$ cat src/rtl/alu_pkg.sv
// alu_pkg: opcodes, FSM state encoding and shift-amount width helper for alu_seq
package alu_pkg;
  localparam int OP_ADD  = 0;
  localparam int OP_SUB  = 1;
  localparam int OP_AND  = 2;
  localparam int OP_OR   = 3;
  localparam int OP_SRL  = 4;
  localparam int OP_SRA  = 5;
  localparam int OP_SLL  = 6;
  localparam int OP_SLT  = 7;
  localparam int OP_SLTU = 8;
  localparam int OP_MUL  = 9;
  typedef enum logic [1:0] {ST_IDLE = 2'd0, ST_CALC = 2'd1, ST_DONE = 2'd2} state_t;
  function automatic int shamt_w(input int w);
    return $clog2(w);
  endfunction
endpackage

$ cat src/rtl/alu_seq_if.sv
// alu_seq_if: operand/result handshake bundle for alu_seq
//   master (source/sink side): drives in_valid, a, b, op, out_ready
//   slave  (ALU side):         drives in_ready, out_valid, c, busy (+ zero, ovf with ALU_FLAGS_EN)
interface alu_seq_if #(parameter int WIDTH = 32, parameter int OPW = 4);
  logic             in_valid;
  logic             in_ready;
  logic [WIDTH-1:0] a;
  logic [WIDTH-1:0] b;
  logic [OPW-1:0]   op;
  logic             out_valid;
  logic             out_ready;
  logic [WIDTH-1:0] c;
  logic             busy;
`ifdef ALU_FLAGS_EN
  logic             zero;
  logic             ovf;
  modport master (output in_valid, a, b, op, out_ready, input in_ready, out_valid, c, busy, zero, ovf);
  modport slave  (input in_valid, a, b, op, out_ready, output in_ready, out_valid, c, busy, zero, ovf);
`else
  modport master (output in_valid, a, b, op, out_ready, input in_ready, out_valid, c, busy);
  modport slave  (input in_valid, a, b, op, out_ready, output in_ready, out_valid, c, busy);
`endif
endinterface

$ cat src/rtl/alu_mul_iter.sv
// alu_mul_iter: iterative shift-add multiplier, one multiplier bit per clock, LSB first
//   i_start loads operands and clears acc/cnt; i_en advances one step
//   o_p is the accumulator including the current step, o_done marks the last step
module alu_mul_iter import alu_pkg::*; #(parameter int WIDTH = 32) (
  input  logic             clk,
  input  logic             rst_n,
  input  logic             i_start,
  input  logic             i_en,
  input  logic [WIDTH-1:0] i_a,
  input  logic [WIDTH-1:0] i_b,
  output logic             o_done,
  output logic [WIDTH-1:0] o_p
);
  localparam int CW = shamt_w(WIDTH);
  logic [WIDTH-1:0] r_acc, r_mcand, r_mplier;
  logic [CW-1:0]    r_cnt;
  assign o_p    = r_acc + (r_mplier[0] ? r_mcand : '0);
  assign o_done = i_en && (r_cnt == CW'(WIDTH - 1));
  always_ff @(posedge clk or negedge rst_n) begin
    if (!rst_n) begin
      r_acc    <= '0;
      r_mcand  <= '0;
      r_mplier <= '0;
      r_cnt    <= '0;
    end else if (i_start) begin
      r_acc    <= '0;
      r_mcand  <= i_a;
      r_mplier <= i_b;
      r_cnt    <= '0;
    end else if (i_en) begin
      r_acc    <= o_p;
      r_mcand  <= r_mcand << 1;
      r_mplier <= r_mplier >> 1;
      r_cnt    <= r_cnt + 1'b1;
    end
  end
endmodule

$ cat src/rtl/alu_seq.sv
// alu_seq: handshaked integer ALU, single-cycle ops in 1 clk, MUL iterative in WIDTH clks
//   clk, rst_n (async active-low); ifc (alu_seq_if.slave): in_valid/in_ready/a/b/op,
//   out_valid/out_ready/c, busy; zero/ovf flags only when ALU_FLAGS_EN is defined
module alu_seq import alu_pkg::*; #(
  parameter int WIDTH = 32,
  parameter int OPW   = 4
) (
  input  logic        clk,
  input  logic        rst_n,
  alu_seq_if.slave    ifc
);
  localparam int SW = shamt_w(WIDTH);
  localparam int M  = WIDTH - 1;
  state_t           r_state, w_next;
  logic [OPW-1:0]   w_op;
  logic [SW-1:0]    w_sh;
  logic [WIDTH-1:0] w_add, w_sub, w_res, w_prod, w_cv, r_c;
  logic             w_accept, w_is_mul, w_mul_done, w_load;
  assign w_op     = ifc.op;
  assign w_sh     = ifc.b[SW-1:0];
  assign w_add    = ifc.a + ifc.b;
  assign w_sub    = ifc.a - ifc.b;
  assign w_is_mul = 32'(w_op) == OP_MUL;
  assign w_accept = ifc.in_valid && ifc.in_ready;
  assign ifc.in_ready  = (r_state == ST_IDLE) || (r_state == ST_DONE && ifc.out_ready);
  assign ifc.out_valid = r_state == ST_DONE;
  assign ifc.busy      = r_state == ST_CALC;
  assign ifc.c         = r_c;
  always_comb begin
    w_res = '0;
    case (32'(w_op))
      OP_ADD:  w_res = w_add;
      OP_SUB:  w_res = w_sub;
      OP_AND:  w_res = ifc.a & ifc.b;
      OP_OR:   w_res = ifc.a | ifc.b;
      OP_SRL:  w_res = ifc.a >> w_sh;
      OP_SRA:  w_res = WIDTH'($signed(ifc.a) >>> w_sh);
      OP_SLL:  w_res = ifc.a << w_sh;
      OP_SLT:  w_res = WIDTH'($signed(ifc.a) < $signed(ifc.b));
      OP_SLTU: w_res = WIDTH'(ifc.a < ifc.b);
      default: w_res = '0;
    endcase
  end
  alu_mul_iter #(.WIDTH(WIDTH)) u_mul (
    .clk     (clk),
    .rst_n   (rst_n),
    .i_start (w_accept && w_is_mul),
    .i_en    (r_state == ST_CALC),
    .i_a     (ifc.a),
    .i_b     (ifc.b),
    .o_done  (w_mul_done),
    .o_p     (w_prod)
  );
  // accept and mul completion are mutually exclusive (IDLE/DONE vs CALC)
  assign w_load = (w_accept && !w_is_mul) || w_mul_done;
  assign w_cv   = w_mul_done ? w_prod : w_res;
  always_comb begin
    w_next = r_state;
    if (w_accept) w_next = w_is_mul ? ST_CALC : ST_DONE;
    else if (r_state == ST_CALC) w_next = w_mul_done ? ST_DONE : ST_CALC;
    else if (r_state == ST_DONE && !ifc.out_ready) w_next = ST_DONE;
    else w_next = ST_IDLE;
  end
  always_ff @(posedge clk or negedge rst_n) begin
    if (!rst_n) begin
      r_state <= ST_IDLE;
      r_c     <= '0;
    end else begin
      r_state <= w_next;
      if (w_load) r_c <= w_cv;
    end
  end
`ifdef ALU_FLAGS_EN
  logic w_ovf, r_zero, r_ovf;
  assign w_ovf = (32'(w_op) == OP_ADD) ? (ifc.a[M] == ifc.b[M]) && (w_add[M] != ifc.a[M]) :
                 (32'(w_op) == OP_SUB) ? (ifc.a[M] != ifc.b[M]) && (w_sub[M] != ifc.a[M]) : 1'b0;
  assign ifc.zero = r_zero;
  assign ifc.ovf  = r_ovf;
  always_ff @(posedge clk or negedge rst_n) begin
    if (!rst_n) begin
      r_zero <= 1'b0;
      r_ovf  <= 1'b0;
    end else if (w_load) begin
      r_zero <= w_cv == '0;
      r_ovf  <= !w_mul_done && w_ovf;
    end
  end
`endif
endmodule

$ cat src/flat_wrapper.sv
// flat-port wrapper written by rule: the top's interface ports become plain ports
module alu_seq_flat import alu_pkg::*;
#(
  parameter int WIDTH = 32,
  parameter int OPW   = 4
)
  (clk, rst_n, ifc_in_valid, ifc_a, ifc_b, ifc_op, ifc_out_ready, ifc_in_ready, ifc_out_valid, ifc_c, ifc_busy);
  alu_seq_if #(.WIDTH(WIDTH), .OPW(OPW)) ifc_i ();
  input  logic clk;
  input  logic rst_n;
  input wire logic [$bits(ifc_i.in_valid)-1:0] ifc_in_valid;
  input wire logic [$bits(ifc_i.a)-1:0] ifc_a;
  input wire logic [$bits(ifc_i.b)-1:0] ifc_b;
  input wire logic [$bits(ifc_i.op)-1:0] ifc_op;
  input wire logic [$bits(ifc_i.out_ready)-1:0] ifc_out_ready;
  output wire logic [$bits(ifc_i.in_ready)-1:0] ifc_in_ready;
  output wire logic [$bits(ifc_i.out_valid)-1:0] ifc_out_valid;
  output wire logic [$bits(ifc_i.c)-1:0] ifc_c;
  output wire logic [$bits(ifc_i.busy)-1:0] ifc_busy;
  assign ifc_i.in_valid = ifc_in_valid;
  assign ifc_i.a = ifc_a;
  assign ifc_i.b = ifc_b;
  assign ifc_i.op = ifc_op;
  assign ifc_i.out_ready = ifc_out_ready;
  assign ifc_in_ready = ifc_i.in_ready;
  assign ifc_out_valid = ifc_i.out_valid;
  assign ifc_c = ifc_i.c;
  assign ifc_busy = ifc_i.busy;
  alu_seq #(.WIDTH(WIDTH), .OPW(OPW)) u_core (.clk(clk), .rst_n(rst_n), .ifc(ifc_i));
endmodule
$ cat config.mk
export PLATFORM = sky130hd
export DESIGN_NAME = alu_seq_flat
export DESIGN_NICKNAME = d
export VERILOG_FILES = /design/src/rtl/alu_pkg.sv /design/src/rtl/alu_seq_if.sv /design/src/rtl/alu_mul_iter.sv /design/src/rtl/alu_seq.sv /design/src/flat_wrapper.sv
export SDC_FILE = /design/constraint.sdc
export NUM_CORES = 1
export LEC_CHECK = 0
export ABC_AREA = 1
export CAP_MARGIN = 20
export CORE_MARGIN = 2
export CORE_UTILIZATION = 30
export CTS_CLUSTER_SIZE = 28
export DETAILED_ROUTE_END_ITERATION = 8
export PLACE_DENSITY = 0.43
export SYNTH_ARGS = -nofsm -noshare
export SYNTH_HDL_FRONTEND = slang
export SYNTH_SLANG_ARGS = --single-unit
$ cat constraint.sdc
create_clock -name clk -period 5.64 [get_ports clk]
set_input_delay 1.128 -clock clk [delete_from_list [all_inputs] [get_ports clk]]
set_output_delay 1.128 -clock clk [all_outputs]
set_load 0.005 [all_outputs]
==> reports/metrics.yaml <==
multiInputGateArea_mm2: 0.01200
drive_above_1_share_pct: 5.108
placedInstanceArea_mm2: 0.01937
cts-buffers-inserted: 17
synthArstFlopShare_pct: 100.0
rows: 88
synth_cell_types: 54
synth_flop_cell: "dfrtp_1"
post-route-period-util_pct: 75.03
clock_skew_ns: 0.02316
clk_path_buf_depth: 2
synth_xor_area_share_pct: 1.045
fin_total_pwr_mw: 6.070
nets: 3287
synth_area_leaders: "nand2_1, dfrtp_1, nand3_1"
fp.coreArea_mm2: 0.05792
drc: 0
worstSetupPathType: "input port to flop"
grt_first_pass_wirelength_um: 147700
dr.pass1.iters: 5
finalHoldViolCount: 0
p_leak_nw: 10.39
synth-edff-count: 0
cts.hold.buffers_added: 0
synth-seq-cells: 135
synth_area_leader_cell: "nand2_1"
grt_max_degree: 136
ant_nets: 0
max_slew_margin_pct: 36.28
gp_congestion: 1.009
synth_compound_area_share_pct: 14.99
wl_per_cell_um: 26.90
grt_pass1_vias: 20640
synthMostInstantiatedCell: "nand2_1"
hpwl_um: 84680
maxSlewViolCount: 0
synth_top_family_by_area: "simple AND/OR/NAND/NOR gates"
ys_seq_area_share_pct: 19.19
root_buffer: "clkbuf_16"
clock_sinks: 135
hold_path.class: "flop to flop"
track_usage_pct: 34.27
drt_iter0_markers: 2429
ios: 107
dieArea_mm2: 0.06064
clk_pin_slew_ns: 0.08
htree_levels: 4
tightest_slew_ns: 0.9558
synth.area.mux_share_pct: 0
areaGrowthSynthToFinish_pct: 13.35
grt_overflow: 0
die_w_um: 246.3
die_height_um: 246.3
placement.io_buffers: 106
vias: 21360
min_period_ns: 4.232
synth_common_cells: "nand2_1, nand3_1, inv_1"
synth_fp_nets: 3240
seq_area_mm2: 0.003378
whs_ns: 0.4822
synth_area_mm2: 0.01761
routed_wl_um: 103800
cts_resized: 0
clock_latency_ns: 0.50
cts_tree: "done"
crit_path_start_kind: "input port"
initial_core_util_pct: 30.40
ir_worst_vdd_v: 0.0002732
ys_warn_count: 0
synth.avg_cell_area_um2: 5.801
power_density_mw_per_mm2: 304.1
rsz0062_at_grt: "false"
setup_viol: 0
critPathArrivalTime_ns: 4.62
crit_fanout: 9
post-cts-setup-buffer-count: 0
outcome: "finished clean"
fin_area_mm2: 0.01996
endpoint_kind: "flop"
antenna_found_initial: 2
cp.required_ns: 6.03
fmax_mhz: 236.3
via_per_inst: 5.535
yosys.area_share.simple_pct: 42.52
fill_cells: 6612
synthCells: 3035
synth_top_area_share_pct: 20.70
synth-adder-area-share_pct: 9.579
tns_ns: 0
cap_violations: 0
[layer usage]
| layer | routed length, um | global-route usage, % | up-vias |
|---|---|---|---|
| met1 | 47730 | 48.33 | 10420 |
| met3 | 7539 | 5.229 | 116 |
| met2 | 44710 | 52.50 | 874 |
| met5 | 0 | 0 | - |
| li1 | - | - | 9958 |
| met4 | 3839 | 12.54 | 0 |
[placed cells by master (no fill, tap or decap), types with 23 or more instances in the layout]
| master | count |
|---|---|
| nor2_1 | 238 |
| buf_4 | 51 |
| dfrtp_1 | 135 |
| a21oi_1 | 140 |
| o21ai_1 | 49 |
| inv_2 | 23 |
| o211ai_1 | 36 |
| nand3_1 | 421 |
| nand4_1 | 29 |
| nand2_1 | 971 |
| inv_1 | 388 |
| clkdlybuf4s50_1 | 102 |
| ha_1 | 130 |
| a22oi_1 | 25 |
| o22ai_1 | 24 |
| nor3_1 | 32 |
| o21ai_0 | 93 |
[kinds of logic (layout without fill, tap and decap cells)]
logic type / count (synthesis) / in the layout
other: 0 / 2
xor gates and xnor gates: 21 / 21
adders and majority gates: 133 / 133
DFF: 135 / 135
and+or+nand+nor: 1759 / 1759
AOI/OAI and AO/OA: 442 / 442
buffers and inverters: 545 / 603
[per-stage QoR]
stage / worst slack (ns) / utilization [%] / instances
after floorplan: 2.267 / - / 3035
after global placement: 1.019 / 33.44 / 3828
after detailed placement: 1.039 / 33.44 / 3828
after CTS: 1.556 / 34.45 / 3858
after global routing: 1.347 / 34.45 / 3858
final: 1.409 / 34.46 / 3860
[final timing paths]
kind	start	slack, ns	endpoint	depth (start not counted)
min in group asynchronous	rst_n	0.70	u_core.u_mul.r_mplier[16]	2
hold reg to reg	u_core.u_mul.r_mplier[18]	0.48	u_core.u_mul.r_mplier[18]	2
setup reg to reg	u_core.u_mul.r_mplier[0]	2.05	u_core.ifc.c[26]	13
max in group asynchronous	rst_n	4.16	u_core.u_mul.r_acc[6]	2
setup / recovery	ifc_a[21]	1.41	u_core.ifc.c[31]	16
hold / removal	u_core.u_mul.r_mplier[18]	0.48	u_core.u_mul.r_mplier[18]	2
[critical path, cell delays in order]
cell             delay (ns)
clkdlybuf4s50_1        0.76
inv_1                  0.16
ha_1                   0.56
nand2_1                0.16
nor2_1                 0.29
nand2_1                0.16
nor4_1                 0.42
nand2_1                0.25
nand2_1                0.11
nand2_1                0.05
nand3_1                0.08
nand3_1                0.17
nand2_1                0.12
nand2_1                0.06
nand2_1                0.06
nand2_1                0.06
[state kept, by name (all words and copies together) (netlist names)]
name	cells
u_core.u_mul.r_acc	32
u_core.u_mul.r_mcand	32
u_core.u_mul.r_mplier	32
u_core.r_state	2
u_core.ifc.c	32
u_core.u_mul.r_cnt	5
[power by group]
part / switching [mW] / internal, mW
combinational: 2.16 / 1.01
sequential: 0.326 / 1.34
clock: 0.555 / 0.683
total: 3.04 / 3.03
[layout make-up]
cell class	instances	area share, %
flip-flops and latches	135	16.93
diodes	2	0.02508
repair buffers	159	7.366
clock inverters	10	0.6018
clock buffers	20	2.338
inverters	414	7.811
well taps	765	4.796
multi-input cells	2355	60.13
No activity file was read; power rests on OpenSTA's default activity.
